## config.mk

```make
export PLATFORM = sky130hd
export DESIGN_NAME = wide_add_seq
export DESIGN_NICKNAME = d
export VERILOG_FILES = /design/src/rtl/wide_add_seq.sv
export SDC_FILE = /design/constraint.sdc
export NUM_CORES = 1
export LEC_CHECK = 0
export CORE_MARGIN = 1.5
export CORE_UTILIZATION = 45
export CTS_CLUSTER_DIAMETER = 200
export DETAILED_ROUTE_END_ITERATION = 8
export GPL_TIMING_DRIVEN = 0
export PLACE_DENSITY = 0.87
export SYNTH_ARGS = -nofsm -noshare
export SYNTH_HDL_FRONTEND = slang
export SYNTH_SLANG_ARGS = --single-unit
```

## constraint.sdc

```tcl
create_clock -name clk -period 4.6 [get_ports clk]
set_clock_uncertainty 0.1 [all_clocks]
set_input_delay 0.92 -clock clk [delete_from_list [all_inputs] [get_ports clk]]
set_output_delay 0.92 -clock clk [all_outputs]
set_load 0.005 [all_outputs]
```

## src/rtl/wide_add_seq.sv

```systemverilog
// rtl/wide_add_seq.sv - multi-cycle wide adder, one DATA_WIDTH chunk per clock
// Operands are latched on acceptance; the result register fills chunk by chunk.
module wide_add_seq #(
    parameter  int DATA_WIDTH  = 8,
    parameter  int NUM_CHUNKS  = 4,
    localparam int TOTAL_WIDTH = DATA_WIDTH * NUM_CHUNKS
) (
    input  logic                   clk,
    input  logic                   rst,
    input  logic                   in_valid,
    output logic                   in_ready,
    input  logic [TOTAL_WIDTH-1:0] a,
    input  logic [TOTAL_WIDTH-1:0] b,
    input  logic                   cin,
    output logic                   out_valid,
    input  logic                   out_ready,
    output logic [TOTAL_WIDTH-1:0] sum,
    output logic                   cout,
    output logic                   busy
);

    localparam int IDX_W = $clog2(NUM_CHUNKS);
    localparam logic [IDX_W-1:0] LAST_IDX = IDX_W'(NUM_CHUNKS - 1);

    typedef enum logic [1:0] {
        IDLE = 2'd0,
        RUN  = 2'd1,
        DONE = 2'd2
    } state_t;

    state_t                 r_state;
    logic [TOTAL_WIDTH-1:0] r_a;
    logic [TOTAL_WIDTH-1:0] r_b;
    logic [TOTAL_WIDTH-1:0] r_sum;
    logic [IDX_W-1:0]       r_idx;
    logic                   r_carry;
    logic                   r_cout;
    logic                   r_out_valid;
    logic                   r_in_ready;
    logic                   r_busy;

    logic [DATA_WIDTH-1:0]  w_a_chunk;
    logic [DATA_WIDTH-1:0]  w_b_chunk;
    logic [DATA_WIDTH-1:0]  w_g;
    logic [DATA_WIDTH-1:0]  w_p;
    logic [DATA_WIDTH-1:0]  w_s_chunk;
    logic                   w_chunk_cout;

    // Select the active chunk and ripple the carry through it combinationally.
    always_comb begin
        logic v_c;
        w_a_chunk = DATA_WIDTH'(r_a >> (DATA_WIDTH * int'(r_idx)));
        w_b_chunk = DATA_WIDTH'(r_b >> (DATA_WIDTH * int'(r_idx)));
        w_g       = w_a_chunk & w_b_chunk;
        w_p       = w_a_chunk | w_b_chunk;
        w_s_chunk = '0;
        v_c       = r_carry;
        for (int i = 0; i < DATA_WIDTH; i++) begin
            w_s_chunk[i] = w_a_chunk[i] ^ w_b_chunk[i] ^ v_c;
            v_c          = w_g[i] | (w_p[i] & v_c);
        end
        w_chunk_cout = v_c;
    end

    always_ff @(posedge clk) begin
        if (rst) begin
            r_state     <= IDLE;
            r_a         <= '0;
            r_b         <= '0;
            r_sum       <= '0;
            r_idx       <= '0;
            r_carry     <= 1'b0;
            r_cout      <= 1'b0;
            r_out_valid <= 1'b0;
            r_in_ready  <= 1'b1;
            r_busy      <= 1'b0;
        end else begin
            case (r_state)
                IDLE: begin
                    if (in_valid) begin
                        r_a        <= a;
                        r_b        <= b;
                        r_carry    <= cin;
                        r_idx      <= '0;
                        r_state    <= RUN;
                        r_in_ready <= 1'b0;
                        r_busy     <= 1'b1;
                    end
                end
                RUN: begin
                    r_sum[DATA_WIDTH * int'(r_idx) +: DATA_WIDTH] <= w_s_chunk;
                    r_carry <= w_chunk_cout;
                    // Index parks on the last chunk; it is cleared on the next accept.
                    if (r_idx == LAST_IDX) begin
                        r_state     <= DONE;
                        r_cout      <= w_chunk_cout;
                        r_out_valid <= 1'b1;
                    end else begin
                        r_idx <= r_idx + 1'b1;
                    end
                end
                DONE: begin
                    if (out_ready) begin
                        r_state     <= IDLE;
                        r_out_valid <= 1'b0;
                        r_in_ready  <= 1'b1;
                        r_busy      <= 1'b0;
                    end
                end
                default: begin
                    r_state     <= IDLE;
                    r_out_valid <= 1'b0;
                    r_in_ready  <= 1'b1;
                    r_busy      <= 1'b0;
                end
            endcase
        end
    end

    assign in_ready  = r_in_ready;
    assign out_valid = r_out_valid;
    assign sum       = r_sum;
    assign cout      = r_cout;
    assign busy      = r_busy;

endmodule

```

---- After elaboration in Yosys (flattened, before gate mapping) ----
Index checks and enable logic that the tools add are counted.
operators by class
  reduce and logical (&&, ||, !) cells .... 9
  $add $sub $neg .......................... 2
  bitwise gates (word level) .............. 36
  muxes and demuxes ....................... 18
  equality and inequality tests ........... 7
  shift-type cells ........................ 4
operators by type and width
  cell                                                    number
  >> shifter 32 x 5 -> 8 bit                              2
  negator 5 -> 33 bit                                     1
  variable shift 8 x 33 -> 32 bit (first input constant)  1
  variable part select 8 x 33 -> 32 bit                   1
  bitwise mux 32 bit                                      1
  bitwise XOR 1 bit                                       16
  AND reduction 3 bit                                     4
  2-to-1 mux 2 bit                                        5
  one-hot mux 1 bit (3 select lines)                      3
  bitwise AND 1 bit                                       8
  bitwise AND 8 bit                                       1
  != test 2 bit (second input constant)                   4
  OR 1 bit                                                8
  OR 8 bit                                                1
  2-to-1 mux 1 bit                                        6
  one-hot mux 2 bit (3 select lines)                      1
  AND reduction 2 bit                                     3
  == test 2 bit (second input constant)                   2
  one-hot mux 2 bit (2 select lines)                      1
  adder 2 x 1 -> 2 bit (second input constant)            1
  == test 2 x 1 -> 1 bit (second input constant)          1
  zero test 2 bit                                         1
  NOT 1 bit                                               2
  one-hot mux 1 bit (2 select lines)                      1
  nonzero test 2 bit                                      1
word-level totals
  output and inout bits ................... 36
  bits in registers ....................... 105
  logic and storage cells ................. 86
  input bits .............................. 69

---- Logic depth before layout (Yosys ltp) ----
  word-level depth ........................ 19
  mapped depth ............................ 15
  gate-level depth less buffers ........... 13

---- Worst setup path before layout ----
No wires, ideal clock.
  path type ............................... reg-to-reg
  from .................................... register r_idx[0]
  to ...................................... register r_sum[15] (netlist: sum[15])
  required time ........................... 4.413 ns
  path buffers ............................ 1
  arrival time ............................ 4.078 ns
  period minus slack after synthesis ...... 4.266 ns
  path slack .............................. 0.334 ns
  library setup time ...................... 0.087 ns
  cell stages (with the launch flop) ...... 15
  cell sequence ........................... dfxtp_1 buf_2 mux4_2 fa_1 inv_1 fa_1 inv_1 fa_1 fa_1 fa_1 inv_1 fa_1 fa_1 fa_1 o31ai_1
between the ends
  longest elaborated chain between the ends .. 19
  elaborated cells on any way between the ends .. 38
  classes of those cells .................. add/sub (1); shift (4); mux (1); bitwise (32)
ends and longest elaborated chain
  item                                                  line    RTL
  start, declared                                       35      logic [IDX_W-1:0] r_idx;
  start signal, assigned                                99      r_idx <= r_idx + 1'b1;
  >> shifter 32 x 5 -> 8 bit, on equally long branches  52, 53
  OR 8 bit                                              55      w_p = w_a_chunk | w_b_chunk;
  bitwise AND 1 bit                                     60      v_c = w_g[i] | (w_p[i] & v_c);
  OR 1 bit                                              60
  bitwise AND 1 bit                                     60
  OR 1 bit                                              60
  bitwise AND 1 bit                                     60
  OR 1 bit                                              60
  [... 3 more ...]                                      -
  OR 1 bit                                              60
  bitwise AND 1 bit                                     60
  OR 1 bit                                              60
  bitwise AND 1 bit                                     60
  OR 1 bit                                              60
  bitwise XOR 1 bit                                     59      w_s_chunk[i] = w_a_chunk[i] ^ w_b_chunk[i] ^ v_c;
  variable part select 8 x 33 -> 32 bit                 91      r_sum[DATA_WIDTH * int'(r_idx) +: DATA_WIDTH] <= w_s_chunk;
  bitwise mux 32 bit *                                  91
  end signal, assigned by index                         91
  end, declared                                         34      logic [TOTAL_WIDTH-1:0] r_sum;
Mark *: on every way between the ends. The rest lies on a longest branch, timed or not.
A chain may end at the register's enable or synchronous reset.

---- Worst setup path after layout ----
Same ends and word-level chain as after synthesis.

==> results.toml <==
[cells_and_area]
multi_input_area_mm2 = 0.00206
fillers = 759
final_util = 0.622
ff_latch_area_mm2 = 0.00211
drive_gt1_frac = 0.0917
nNetsFinal = 678
final_cell_count_no_fill = 729
area_growth_pct = 32.5
num_antenna_cells = 0

[synthesis]
ys_seq_area_frac = 0.480
avgSynthCellArea_um2 = 9.12
yosys_warnings = 0
synth-edff-count = 0
yosysUniqueCellTypes = 35
synth_top_area_frac = 0.480
synth.net_count = 563
syn_area_mm2 = 0.00438
synth_area_leaders = "dfxtp_1 48%, nand2_1 12%, mux4_2 8.2%, a21oi_1 7.9%, fa_1 3.7%"
synthMostInstantiatedCell = "nand2_1"
synth_common_cells = "139 x nand2_1, 105 x dfxtp_1, 69 x a21oi_1, 27 x nand3_1"
synthFlopType = "dfxtp_1"
syn_inst = 480
ys_ff_latch = 105
synth_area_leader_cell = "dfxtp_1"
postSynth.asyncResetShare = 0

[sta]
period_minus_slack_ns = 4.38
tightest_slew_ns = 0.512
max_freq_mhz = 228
setup_slack_ns = 0.217
setup_viol = 0
hold_viol = 0
rsz0062_at_grt = "no"
relSlewSlack = 0.659
tns_ns = 0
fin_crit_sh = 0.953
final-max-slew-violation-count = 0

[clock_tree]
ctsHoldBuffers = 0
clk_pin_slew_ns = 0.10
cts_max_path_buffers = 2
cts_made_buffers = 9
root_buffer = "clkbuf_8"
post_cts_resized = 3
htree_levels = 3
cts_tree = "done"
post-cts-setup-buffers = 0
insertion_delay_ns = 0.37
clock_sinks = 105

[floorplan]
io_pins = 105
fp.dieW_um = 102
start_util = 0.469
die_h_um = 102
core_area_mm2 = 0.00933
num_rows = 35
die_area_mm2 = 0.0103

[placed_design]
dp_hpwl_um = 8680
io_buffers = 104
finalWeightedCongestion = 0.867
place_inst = 713
post-place-ws_ns = -0.218

[power]
p_per_area_mw_per_mm2 = 314
finalPower_w = 0.00182
ir_drop_v = 0.000126
p_leak_nw = 2.05

[grt]
grt.met1_usage = 0.279
met2_usage = 0.387
grt_pass1_vias = 3916
grt_max_degree = 17
overflow = 0
grt_use_total = 0.228
grt.met3_usage = 0.0414
antenna_found_initial = 0
grt_pass1_wl_um = 18000
top_usage_layer = "met2"

[setup_path]
rr_startpoint = "r_idx[0]$_SDFFE_PP0P_"
critPathMaxFanout = 10
arrival_ns = 4.57
start_kind = "flop"
criticalPathCategory = "reg2reg"
worstSetupStartpoint = "r_idx[0]$_SDFFE_PP0P_"
end_kind = "flop"
cp.required_ns = 4.79

[drt]
first_pass_iters = 8
drtIter0Drc = 250
vias = 3883
ant_nets = 0
vias_per_cell = 5.33
drc = 0
totalWireLength_um = 11200
routedWlPerCell_um = 15.3

[worst_hold_path]
min_from = "sum[30]$_SDFFE_PP0P_"
hold_class = "reg2reg"

[status]
status = "completed"

[flow_run]
max_cap_violations = 0
[worst paths after layout]
check                           depth (start not counted)              endpoint  slack (ns)
worst max register to register                         14  sum[15]$_SDFFE_PP0P_        0.22
worst max-delay path                                   14  sum[15]$_SDFFE_PP0P_        0.22
worst min-delay path                                    2  sum[30]$_SDFFE_PP0P_        0.36
worst min register to register                          2  sum[30]$_SDFFE_PP0P_        0.36
[flip-flops by register name (all words and copies together), names as in the netlist]
register	flops
out_valid	1
r_state	2
in_ready	1
sum	32
r_carry	1
cout	1
r_idx	2
r_b	32
busy	1
r_a	32
[layout make-up]
| cell class | count | area share |
|---|---|---|
| flip-flops and latches | 105 | 0.363 |
| multi-input cells | 325 | 0.355 |
| repair buffers | 104 | 0.179 |
| plain buffers | 34 | 0.0296 |
| well taps | 129 | 0.0278 |
| clock buffers | 12 | 0.0250 |
| inverters | 16 | 0.0104 |
| clock inverters | 4 | 0.00906 |
[layer usage]
| layer | vias up | routed length [um] |
|---|---|---|
| met1 | 1810 | 4520 |
| li1 | 1869 | - |
| met5 | - | 0 |
| met3 | 36 | 755 |
| met2 | 168 | 5520 |
| met4 | 0 | 369 |
[logic make-up after synthesis]
family,share of synthesized area
buffers and inverters,0.0491
flip-flops,0.480
multiplexers,0.0846
AO/OA/AOI/OAI,0.139
AND/OR/NAND/NOR,0.193
adder cells (fa/ha/maj),0.0537
[critical path, cell delays in order (launching register included)]
cell     delay, ns
dfxtp_4       0.41
buf_6         0.18
mux4_2        0.54
fa_1          0.40
inv_1         0.08
fa_1          0.17
inv_1         0.05
fa_1          0.37
fa_1          0.39
fa_1          0.37
inv_1         0.08
fa_1          0.18
fa_1          0.18
fa_1          0.51
o31ai_1       0.28
[metrics by stage]
step	hold slack (ns)	area [um2]
2_1_floorplan	0.333	4380
3_3_place_gp	0.338	5580
3_5_place_dp	0.347	5580
4_1_cts	0.359	5790
5_1_grt	0.380	5800
6_report	0.359	5800
[where the power goes]
part	internal [W]	leakage (nW)	switching, W
Clock	0.000267	0.0888	0.000304
Combinational	0.000136	1.11	0.000143
Sequential	0.000949	0.858	0.0000244
[placed cells by master, fill, tap and decap left out, drive strengths merged, types with 8 or more instances in the layout]
master and instances:
inv 15, o31ai 9, nand2 139, mux4 16, nand3 27, dfxtp 105, o21ai 16, clkbuf 27
a32o 10, buf 19, clkdlybuf4s50 104, fa 8, a21oi 69
Note: power is estimated with default switching activity, not from simulation.
